[src/rtl/data_mem_arbiter.sv]
// -----------------------------------------------------------------------------
// data_mem_arbiter
//
// Two-requester arbiter/sequencer in front of a single-port data memory.
// Port 0 is the CPU load/store path and port 1 is the debug/DMA loader. Each
// granted access is latched into command registers. It is then driven onto the
// memory for exactly one cycle and acknowledged in that same cycle. Read data
// is captured into a per-port holding register.
//
// Parameters
//   ADDR_W    address width, passed through unmodified
//   DATA_W    data width
//   LOCK_MAX  max consecutive grants to one port while the other waits (>=1)
//
// Ports
//   clk, reset                 clock, synchronous active-high reset
//   p0_req/p0_we/p0_addr/p0_wdata   port 0 command (held until p0_ack)
//   p0_ack                     one-cycle pulse, port 0 access issued this cycle
//   p0_rdata                   port 0 last read data (holding register)
//   p1_*                       same as port 0, for port 1
//   mem_access_addr            memory address (holds the command register)
//   mem_write_data             memory write data (holds the command register)
//   mem_write_en, mem_read     memory strobes, only active in the access cycle
//   mem_read_data              combinational read data from the memory
//
// Configuration macro
//   MEM_ARB_ROUND_ROBIN_EN     when defined, a tie between two requesters with
//                              no active lock streak goes to the port that was
//                              not the last owner. When undefined, port 0 wins.
// -----------------------------------------------------------------------------
module data_mem_arbiter #(
  parameter int ADDR_W   = 16,
  parameter int DATA_W   = 16,
  parameter int LOCK_MAX = 4
) (
  input  logic              clk,
  input  logic              reset,
  input  logic              p0_req,
  input  logic              p0_we,
  input  logic [ADDR_W-1:0] p0_addr,
  input  logic [DATA_W-1:0] p0_wdata,
  output logic              p0_ack,
  output logic [DATA_W-1:0] p0_rdata,
  input  logic              p1_req,
  input  logic              p1_we,
  input  logic [ADDR_W-1:0] p1_addr,
  input  logic [DATA_W-1:0] p1_wdata,
  output logic              p1_ack,
  output logic [DATA_W-1:0] p1_rdata,
  output logic [ADDR_W-1:0] mem_access_addr,
  output logic [DATA_W-1:0] mem_write_data,
  output logic              mem_write_en,
  output logic              mem_read,
  input  logic [DATA_W-1:0] mem_read_data
);

  localparam int                CNT_W      = (LOCK_MAX < 1) ? 1 : $clog2(LOCK_MAX + 1);
  localparam logic [CNT_W-1:0]  LOCK_MAX_C = CNT_W'(LOCK_MAX);
  localparam logic [CNT_W-1:0]  CNT_ONE    = CNT_W'(1);

  typedef enum logic {
    S_IDLE   = 1'b0,
    S_ACCESS = 1'b1
  } state_t;

  state_t              r_state;
  state_t              w_next_state;

  // Command registers: what the memory sees during ACCESS and holds afterwards.
  logic                r_cmd_we;
  logic [ADDR_W-1:0]   r_cmd_addr;
  logic [DATA_W-1:0]   r_cmd_wdata;

  // r_owner doubles as last_owner: it is only rewritten on a new grant.
  logic                r_owner;
  logic [CNT_W-1:0]    r_lock_cnt;

  logic [DATA_W-1:0]   r_p0_rdata;
  logic [DATA_W-1:0]   r_p1_rdata;

  logic                w_grant;
  logic                w_winner;
  logic [CNT_W-1:0]    w_lock_next;
  logic                w_access;

  // ---------------------------------------------------------------------------
  // Next-state and arbitration
  // ---------------------------------------------------------------------------
  always_comb begin
    // NOTE: every signal written here gets a default first, so no path through
    // the case/if tree can leave one unassigned and infer a latch.
    w_next_state = r_state;
    w_grant      = 1'b0;
    w_winner     = r_owner;
    w_lock_next  = r_lock_cnt;

    unique case (r_state)
      S_IDLE: begin
        if (p0_req || p1_req) begin
          w_grant      = 1'b1;
          w_next_state = S_ACCESS;

          if (!(p0_req && p1_req)) begin
            // A lone requester always wins, no idle penalty.
            w_winner = p1_req;
          end else if (r_lock_cnt == LOCK_MAX_C) begin
            // Streak exhausted: the waiting port takes over.
            w_winner = ~r_owner;
          end else if (r_lock_cnt != '0) begin
            // Streak still open: the last owner keeps the memory.
            w_winner = r_owner;
          end else begin
            // No streak yet (only right after reset).
`ifdef MEM_ARB_ROUND_ROBIN_EN
            w_winner = ~r_owner;
`else
            w_winner = 1'b0;
`endif
          end

          // Count consecutive grants. The count saturates at LOCK_MAX and
          // restarts at 1 when the grant moves to the other port.
          if (w_winner == r_owner) begin
            w_lock_next = (r_lock_cnt == LOCK_MAX_C) ? r_lock_cnt : r_lock_cnt + 1'b1;
          end else begin
            w_lock_next = CNT_ONE;
          end
        end
      end
      S_ACCESS: begin
        // Requests are ignored here. The memory gets exactly one cycle.
        w_next_state = S_IDLE;
      end
      default: w_next_state = S_IDLE;
    endcase
  end

  // ---------------------------------------------------------------------------
  // State, command and holding registers
  // ---------------------------------------------------------------------------
  always_ff @(posedge clk) begin
    // NOTE: non-blocking assignments only, so every register samples the
    // pre-edge values regardless of statement order.
    if (reset) begin
      r_state     <= S_IDLE;
      r_cmd_we    <= 1'b0;
      r_cmd_addr  <= '0;
      r_cmd_wdata <= '0;
      r_owner     <= 1'b1;
      r_lock_cnt  <= '0;
      r_p0_rdata  <= '0;
      r_p1_rdata  <= '0;
    end else begin
      r_state <= w_next_state;

      if (w_grant) begin
        r_owner     <= w_winner;
        r_lock_cnt  <= w_lock_next;
        r_cmd_we    <= w_winner ? p1_we    : p0_we;
        r_cmd_addr  <= w_winner ? p1_addr  : p0_addr;
        r_cmd_wdata <= w_winner ? p1_wdata : p0_wdata;
      end

      // A read completes at the end of its access cycle. Only the owner's
      // holding register changes, and a write never touches either register.
      if (r_state == S_ACCESS && !r_cmd_we) begin
        if (r_owner) r_p1_rdata <= mem_read_data;
        else         r_p0_rdata <= mem_read_data;
      end
    end
  end

  // ---------------------------------------------------------------------------
  // Outputs
  // ---------------------------------------------------------------------------
  // Gating with ~reset makes a reset during ACCESS cancel both the memory
  // strobe and the ack in that same cycle.
  assign w_access        = (r_state == S_ACCESS) && !reset;

  assign mem_write_en    = w_access &&  r_cmd_we;
  assign mem_read        = w_access && !r_cmd_we;
  assign mem_access_addr = r_cmd_addr;
  assign mem_write_data  = r_cmd_wdata;

  assign p0_ack          = w_access && !r_owner;
  assign p1_ack          = w_access &&  r_owner;
  assign p0_rdata        = r_p0_rdata;
  assign p1_rdata        = r_p1_rdata;

endmodule

[config.mk]
export PLATFORM = sky130hd
export DESIGN_NAME = data_mem_arbiter
export DESIGN_NICKNAME = d
export VERILOG_FILES = /design/src/rtl/data_mem_arbiter.sv
export SDC_FILE = /design/constraint.sdc
export NUM_CORES = 1
export LEC_CHECK = 0
export ABC_AREA = 0
export CORE_AREA = 4 4 95 97
export CTS_CLUSTER_SIZE = 16
export DETAILED_ROUTE_END_ITERATION = 16
export DIE_AREA = 0 0 99 101
export DONT_BUFFER_PORTS = 1
export PLACE_DENSITY = 0.5
export SYNTH_ARGS = -nofsm -noshare
export SYNTH_HDL_FRONTEND = slang
export SYNTH_SLANG_ARGS = --single-unit
[constraint.sdc]
create_clock -name clk -period 3.25 [get_ports clk]
set_clock_uncertainty 0.05 [all_clocks]
set_input_delay 0.65 -clock clk [delete_from_list [all_inputs] [get_ports clk]]
set_output_delay 0.65 -clock clk [all_outputs]
set_load 0.01 [all_outputs]
# After elaboration in Yosys (flattened, before gate mapping)
# Index checks and enable logic that the tools add are counted.
[totals] regBits=70 in_bits=86
[op_classes] add_sub_neg=1 n_eq_ne=3 mux=15 bitwise=2 n_reduce_logical=15
[op_table] operator="$mux W16" count=2
[op_table] operator="$mux W1" count=10
[op_table] operator="$logic_and A1 B1 Y1" count=7
[op_table] operator="$mux W3" count=2
[op_table] operator="$reduce_and A2 Y1" count=2
[op_table] operator="$reduce_and A4 Y1" count=1
[op_table] operator="$add A3 B1 Y3 const B" count=1
[op_table] operator="$eq A3 B3 Y1 const B" count=1
[op_table] operator="$logic_not A1 Y1" count=3
[op_table] operator="$reduce_bool A3 Y1" count=1
[op_table] operator="$ne A2 B2 Y1 const B" count=1
[op_table] operator="$not A1 Y1" count=2
[op_table] operator="$pmux W1 S2" count=1
[op_table] operator="$eq A1 B1 Y1" count=1
[op_table] operator="$logic_or A1 B1 Y1" count=1

# Depth between registers and ports, before layout
# Gate-level depths: netlist of the first run.
[depth] ltp_word=9 depth_mapped=7 mapped_depth_nobuf=6

# Worst setup path before layout of the first run
# OpenSTA, ideal clock, no wires.
[synth_timing] path_kind="input -> output" start="in reset" end="out mem_read" t_arrival_ps=1153 required_ps=2550 setup_slack_ps=1397 path_stages=3 path_buffers=1 path_cell_list="clkbuf_1 > nand2b_1 > nor2_1"
[synth_between] elab_chain_len=3
[synth_lines] item="start: declaration" line="37" text="input logic reset,"
[synth_lines] item="$logic_not A1 Y1" line="178" text="assign w_access = (r_state == S_ACCESS) && !reset;"
[synth_lines] item="$logic_and A1 B1 Y1" line="178"
[synth_lines] item="$logic_and A1 B1 Y1" line="181" text="assign mem_read = w_access && !r_cmd_we;"
[synth_lines] item="end: declaration" line="53" text="output logic mem_read,"
# No other way between the ends.

# Worst setup path after layout of the first run
[layout_timing] start="reg r_state" end="out mem_write_en"
[layout_between] elab_chain_len=2
[layout_lines] item="start: declaration" line="66" text="state_t r_state;"
[layout_lines] item="start signal: assignment" line="154" text="r_state <= w_next_state;"
[layout_lines] item="$logic_and A1 B1 Y1" line="178"
[layout_lines] item="$logic_and A1 B1 Y1" line="180" text="assign mem_write_en = w_access && r_cmd_we;"
[layout_lines] item="end: declaration" line="52" text="output logic mem_write_en,"
# No other way between the ends.

==> impl_metrics.tcl, run 1 <==
set metrics [dict create \
    slowest_delay_ns 0.70 \
    cts_resized 0 \
    r2r_slack_ns 1.27 \
    syn_area_per_cell_um2 8.07 \
    synthMostInstantiatedCell "dfxtp_1" \
    grt_pass1_wl_um 12600 \
    synth_common_cells "dfxtp_1, nand2_1, nor2_1" \
    ios 154 \
    fmax_ghz 0.448 \
    hold_buffers 0 \
    grt_max_degree 72 \
    setup_ws_ns 1.02 \
    clk_latency_ns 0.34 \
    yosys_warnings 0 \
    synth_flop_cell "dfxtp_1" \
    pre_cts_slack_ns 1.25 \
    relSlewSlack 0.540 \
    die_y_um 101 \
    finalSetupViolations 0 \
    critPathCaptureType "output port" \
    syn2layout_area_growth_pct 5.81 \
    leakagePower_nw 1.12 \
    finalNetCount 446 \
    hpwlAfterDp_um 5690 \
    synth_top_cell_by_area "dfxtp_1" \
    antenna_cells 0 \
    crit_path_start_kind "register" \
    dr.pass1.iters 4 \
    row_count 33 \
    clk_pin_slew_worst_paths_ns 0.08 \
    async_flop_share 0 \
    htreeDepth 3 \
    worstMarginPinSlew_ns 0.688 \
    synth_fp_nets 467 \
    worst_path_max_delay_cell "dfxtp_1" \
    synth-seq-cells 70 \
    totalWireLength_um 8260 \
    hold_viol 0 \
    yosys.area.top_type_share 0.458 \
    path_class "reg -> out" \
    place_congestion 0.731 \
    synth_area_leaders "dfxtp_1, a311oi_1, nand2_1" \
    place_area_mm2 0.00305 \
    via_per_inst 5.56 \
    hp-class "in -> reg" \
    synth_edf_count 0 \
    min_period_ns 2.23 \
    cts_setup_buffers 0 \
    period_share 0.687 \
    cts_tree "built" \
    wl_per_cell_um 17.7 \
    crit_chain "nand2b_1 -> nor2_1" \
    grt_pass1_vias 2460 \
    vias 2604 \
    ys_seq_area_frac 0.458 \
    fin_area_mm2 0.00323 \
    synth_cell_type_count 34 \
    start_util 0.376 \
    pwr_density_cell_mw_per_mm2 600 \
    place_inst 452 \
    final_antenna_net_count 0 \
    drive_gt1_frac 0.0826 \
    required_ns 2.55 \
    syn_area_mm2 0.00306 \
    fin_cells 468 \
    grt.total_usage 0.158 \
    syn_inst 379 \
    numCtsBuffers 9 \
    fin_hold_ws_ns 0.319 \
    dr.first_iter.drc_count 71 \
    cap_violations 0 \
    clkSinkCount 70 \
    cp.arrival_ns 1.53 \
    io_buffer_count 0 \
    die_w_um 99 \
    antenna_found_initial 0 \
    cp_max_fo 11 \
    rsz0062_at_grt "false" \
    fin_tns_setup_ns 0 \
    final_core_util 0.398 \
    cts_root_buf "clkbuf_8" \
    drc 0 \
    ir_drop_v 0.000237 \
    finalPower_mw 1.94 \
    dieArea_mm2 0.0100 \
    finalMaxSlewViolations 0 \
    cts_buffer_depth 2 \
    core_area_mm2 0.00813 \
    grt_overflow 0 \
    status "finished, final reports clean" \
]
[layout make-up]
type | instances | area [um2]
Inverter | 5 | 18.8
Multi-Input combinational cell | 269 | 1470
Tap cell | 105 | 131
Clock inverter | 6 | 45.0
Fill cell | 860 | 4900
Sequential cell | 70 | 1400
Timing Repair Buffer | 3 | 35.0
Clock buffer | 10 | 138
[metal layers]
metal / vias to the layer above / GRT usage / share of wire
met1: 1185 / 0.185 / 0.41
met2: 112 / 0.259 / 0.47
met4: 0 / 0.0609 / 0.013
met5: - / 0 / 0
li1: 1298 / - / -
met3: 9 / 0.0644 / 0.10
[flip-flops by register name, summed over array words and instances, names as in the netlist]
register	count
r_lock_cnt	3
mem_access_addr	16
r_cmd_we	1
r_owner	1
p0_rdata	16
mem_write_data	16
r_state	1
p1_rdata	16
[worst paths after layout]
kind                               from                          endpoint  cells after the start
max                  r_state$_SDFF_PP0_                      mem_write_en                      2
min reg2reg  r_lock_cnt[0]$_SDFFE_PP0P_        r_lock_cnt[0]$_SDFFE_PP0P_                      1
min                               reset          p1_rdata[9]$_SDFFE_PP0P_                      1
max reg2reg  r_lock_cnt[0]$_SDFFE_PP0P_  mem_access_addr[11]$_SDFFE_PP0P_                      7
[kinds of logic (layout without fill, tap and decap cells)]
group                      count (synthesis)  after routing  synth area share
AOI/OAI and AO/OA                        112            112             0.253
DFF                                       70             70             0.458
adders and majority gates                  2              2           0.00819
and+or+nand+nor                          155            155             0.216
buffers and inverters                     40             24            0.0647
[critical path: cells and delay by family (launching register included)]
family	cells	cell delay, ns
and+or+nand+nor	2	0.49
DFF	1	0.70
[report_power, final]
| group | internal (mW) | switching [mW] | total, mW |
|---|---|---|---|
| combinational | 0.107 | 0.170 | 0.278 |
| clock | 0.302 | 0.343 | 0.645 |
| sequential | 0.928 | 0.0886 | 1.02 |
[cell usage in the layout, fill, tap and decap left out, types with 2 or more instances in the layout]
master,count
and3_1,2
dfxtp_1,70
a21oi_1,33
o21ai_0,5
clkinvlp_4,3
nand3_1,35
ha_1,2
nand2b_1,3
clkbuf_8,10
o21ai_1,29
a311oi_1,33
inv_1,5
nor2b_1,2
buf_4,2
nor2_1,41
inv_6,2
nand2_1,67
Power figures use the tool's default switching activity.
==> run 2: changes to the inputs <==
--- a/config.mk
+++ b/config.mk
@@ -11,7 +11,7 @@
 export DETAILED_ROUTE_END_ITERATION = 16
 export DIE_AREA = 0 0 99 101
 export DONT_BUFFER_PORTS = 1
-export PLACE_DENSITY = 0.5
+export PLACE_DENSITY = 0.52
 export SYNTH_ARGS = -nofsm -noshare
 export SYNTH_HDL_FRONTEND = slang
 export SYNTH_SLANG_ARGS = --single-unit
==> constraint.sdc (replaced) <==
create_clock -name clk -period 2.05 [get_ports clk]
set_clock_uncertainty 0.05 [all_clocks]
set_input_delay 0.41 -clock clk [delete_from_list [all_inputs] [get_ports clk]]
set_output_delay 0.41 -clock clk [all_outputs]
set_load 0.01 [all_outputs]
==> impl_metrics.tcl, run 2 (same netlist as run 1, synthesis figures left out) <==
set metrics [dict create \
    final_core_util 0.411 \
    antenna_found_initial 0 \
    final_antenna_net_count 0 \
    row_count 33 \
    pwr_density_cell_mw_per_mm2 944 \
    path_class "reg -> reg" \
    fin_hold_ws_ns 0.0862 \
    relSlewSlack 0.792 \
    numCtsBuffers 9 \
    vias 2642 \
    hpwlAfterDp_um 5410 \
    clkSinkCount 70 \
    worstMarginPinSlew_ns 0.310 \
    grt_pass1_wl_um 12900 \
    dieArea_mm2 0.0100 \
    cts_root_buf "clkbuf_8" \
    drive_gt1_frac 0.102 \
    period_share 0.892 \
    status "finished, final reports clean" \
    cp.arrival_ns 2.02 \
    fill_cells 824 \
    cts_tree "built" \
    finalNetCount 454 \
    cts_buffer_depth 2 \
    wl_per_cell_um 17.7 \
    critPathCaptureType "register" \
    ios 154 \
    ir_drop_v 0.000368 \
    syn2layout_area_growth_pct 9.37 \
    die_w_um 99 \
    fin_tns_setup_ns 0 \
    via_per_inst 5.55 \
    dr.pass1.iters 4 \
    final_common_cell "dfxtp_1" \
    core_area_mm2 0.00813 \
    clk_latency_ns 0.33 \
    path_buf_inv 2 \
    die_y_um 101 \
    totalWireLength_um 8410 \
    grt_pass1_vias 2548 \
    crit_path_start_kind "register" \
    leakagePower_nw 1.18 \
    drc 0 \
    slowest_delay_ns 0.35 \
    grt_max_degree 72 \
    antenna_cells 0 \
    hold_viol 0 \
    required_ns 2.24 \
    rsz0062_at_grt "false" \
    cp_max_fo 33 \
    htreeDepth 3 \
    io_buffer_count 0 \
    crit_chain "inv_1 -> ha_1 -> and2_2 -> o22ai_2 -> buf_12 -> o21ai_0 -> a311oi_1" \
    grt_overflow 0 \
    dr.first_iter.drc_count 109 \
    mostFrequentLayoutCells "dfxtp_1, nand2_1, nor2_1" \
    hp-class "in -> reg" \
    cap_violations 0 \
    clk_pin_slew_worst_paths_ns 0.08 \
    finalMaxSlewViolations 0 \
    worst_path_max_delay_cell "dfxtp_1" \
    place_congestion 0.855 \
    grt.total_usage 0.161 \
    min_period_ns 1.83 \
    finalSetupViolations 0 \
    start_util 0.376 \
    fmax_ghz 0.547 \
    critical-path-top-delay-family "compound AO/OA/AOI/OAI gates" \
]
[run 2: cell types whose count changed in the layout (fill, tap and decap cells not counted), moves of 2 or more]
cell / before / now
clkinvlp_4: 3 / 0
clkbuf_1: 0 / 2
clkinv_2: 1 / 4
buf_4: 2 / 6
inv_6: 2 / 0
buf_12: 1 / 4
[run 2: report_power, final]
group | internal (mW) | total, mW | leakage, nW | switching (mW)
combinational | 0.205 | 0.496 | 0.511 | 0.291
clock | 0.555 | 1.06 | 0.0968 | 0.501
sequential | 1.47 | 1.61 | 0.576 | 0.133
[run 2: path summary, 6_finish.rpt]
check | startpoint | endpoint | slack [ns] | depth (start not counted)
max | r_lock_cnt[0]$_SDFFE_PP0P_ | mem_access_addr[11]$_SDFFE_PP0P_ | 0.22 | 7
min | reset | p0_rdata[3]$_SDFFE_PP0P_ | 0.09 | 1
max reg2reg | r_lock_cnt[0]$_SDFFE_PP0P_ | mem_access_addr[11]$_SDFFE_PP0P_ | 0.22 | 7
min reg2reg | r_lock_cnt[0]$_SDFFE_PP0P_ | r_lock_cnt[0]$_SDFFE_PP0P_ | 0.43 | 1
[run 2: routing by layer]
| metal | up-vias | global-route usage | routed length [um] |
|---|---|---|---|
| met4 | 0 | 0.0567 | 116 |
| met3 | 10 | 0.0727 | 972 |
| li1 | 1312 | - | - |
| met1 | 1208 | 0.196 | 3340 |
| met5 | - | 0 | 0 |
| met2 | 112 | 0.251 | 3980 |
[run 2: metrics by stage]
stage	area (um2)	setup slack [ns]	total power, mW	cells
after floorplan	3060	0.388	2.02	379
after global placement	3140	0.245	2.12	459
after detailed placement	3140	0.157	2.13	459
after CTS	3320	0.0419	3.20	475
after global routing	3340	0.0157	3.34	476
final	3340	0.221	3.16	476
[run 2: repair_timing]
| action | in CTS | in global routing |
|---|---|---|
| setup endpoints to repair | 0 | 16 |
| gates resized for setup | 0 | 3 |
| buffers inserted | 0 | 0 |
| hold buffers | 0 | 0 |
[run 2: final cells by class]
type                    instances  area [um2]  area share
multi-input cells             270        1480       0.444
flip-flops and latches         70        1400       0.420
clock buffers                  11         131      0.0393
well taps                     105         131      0.0393
repair buffers                 10         125      0.0374
clock inverters                 5        50.0      0.0150
inverters                       5        18.8     0.00561
[run 2: worst reg2reg max path, delay by kind of cell (launching register included)]
kind | cells | cell delay, ns
adders and majority gates | 1 | 0.23
AOI/OAI and AO/OA | 3 | 0.56
and+or+nand+nor | 1 | 0.28
buffers and inverters | 2 | 0.27
DFF | 1 | 0.35
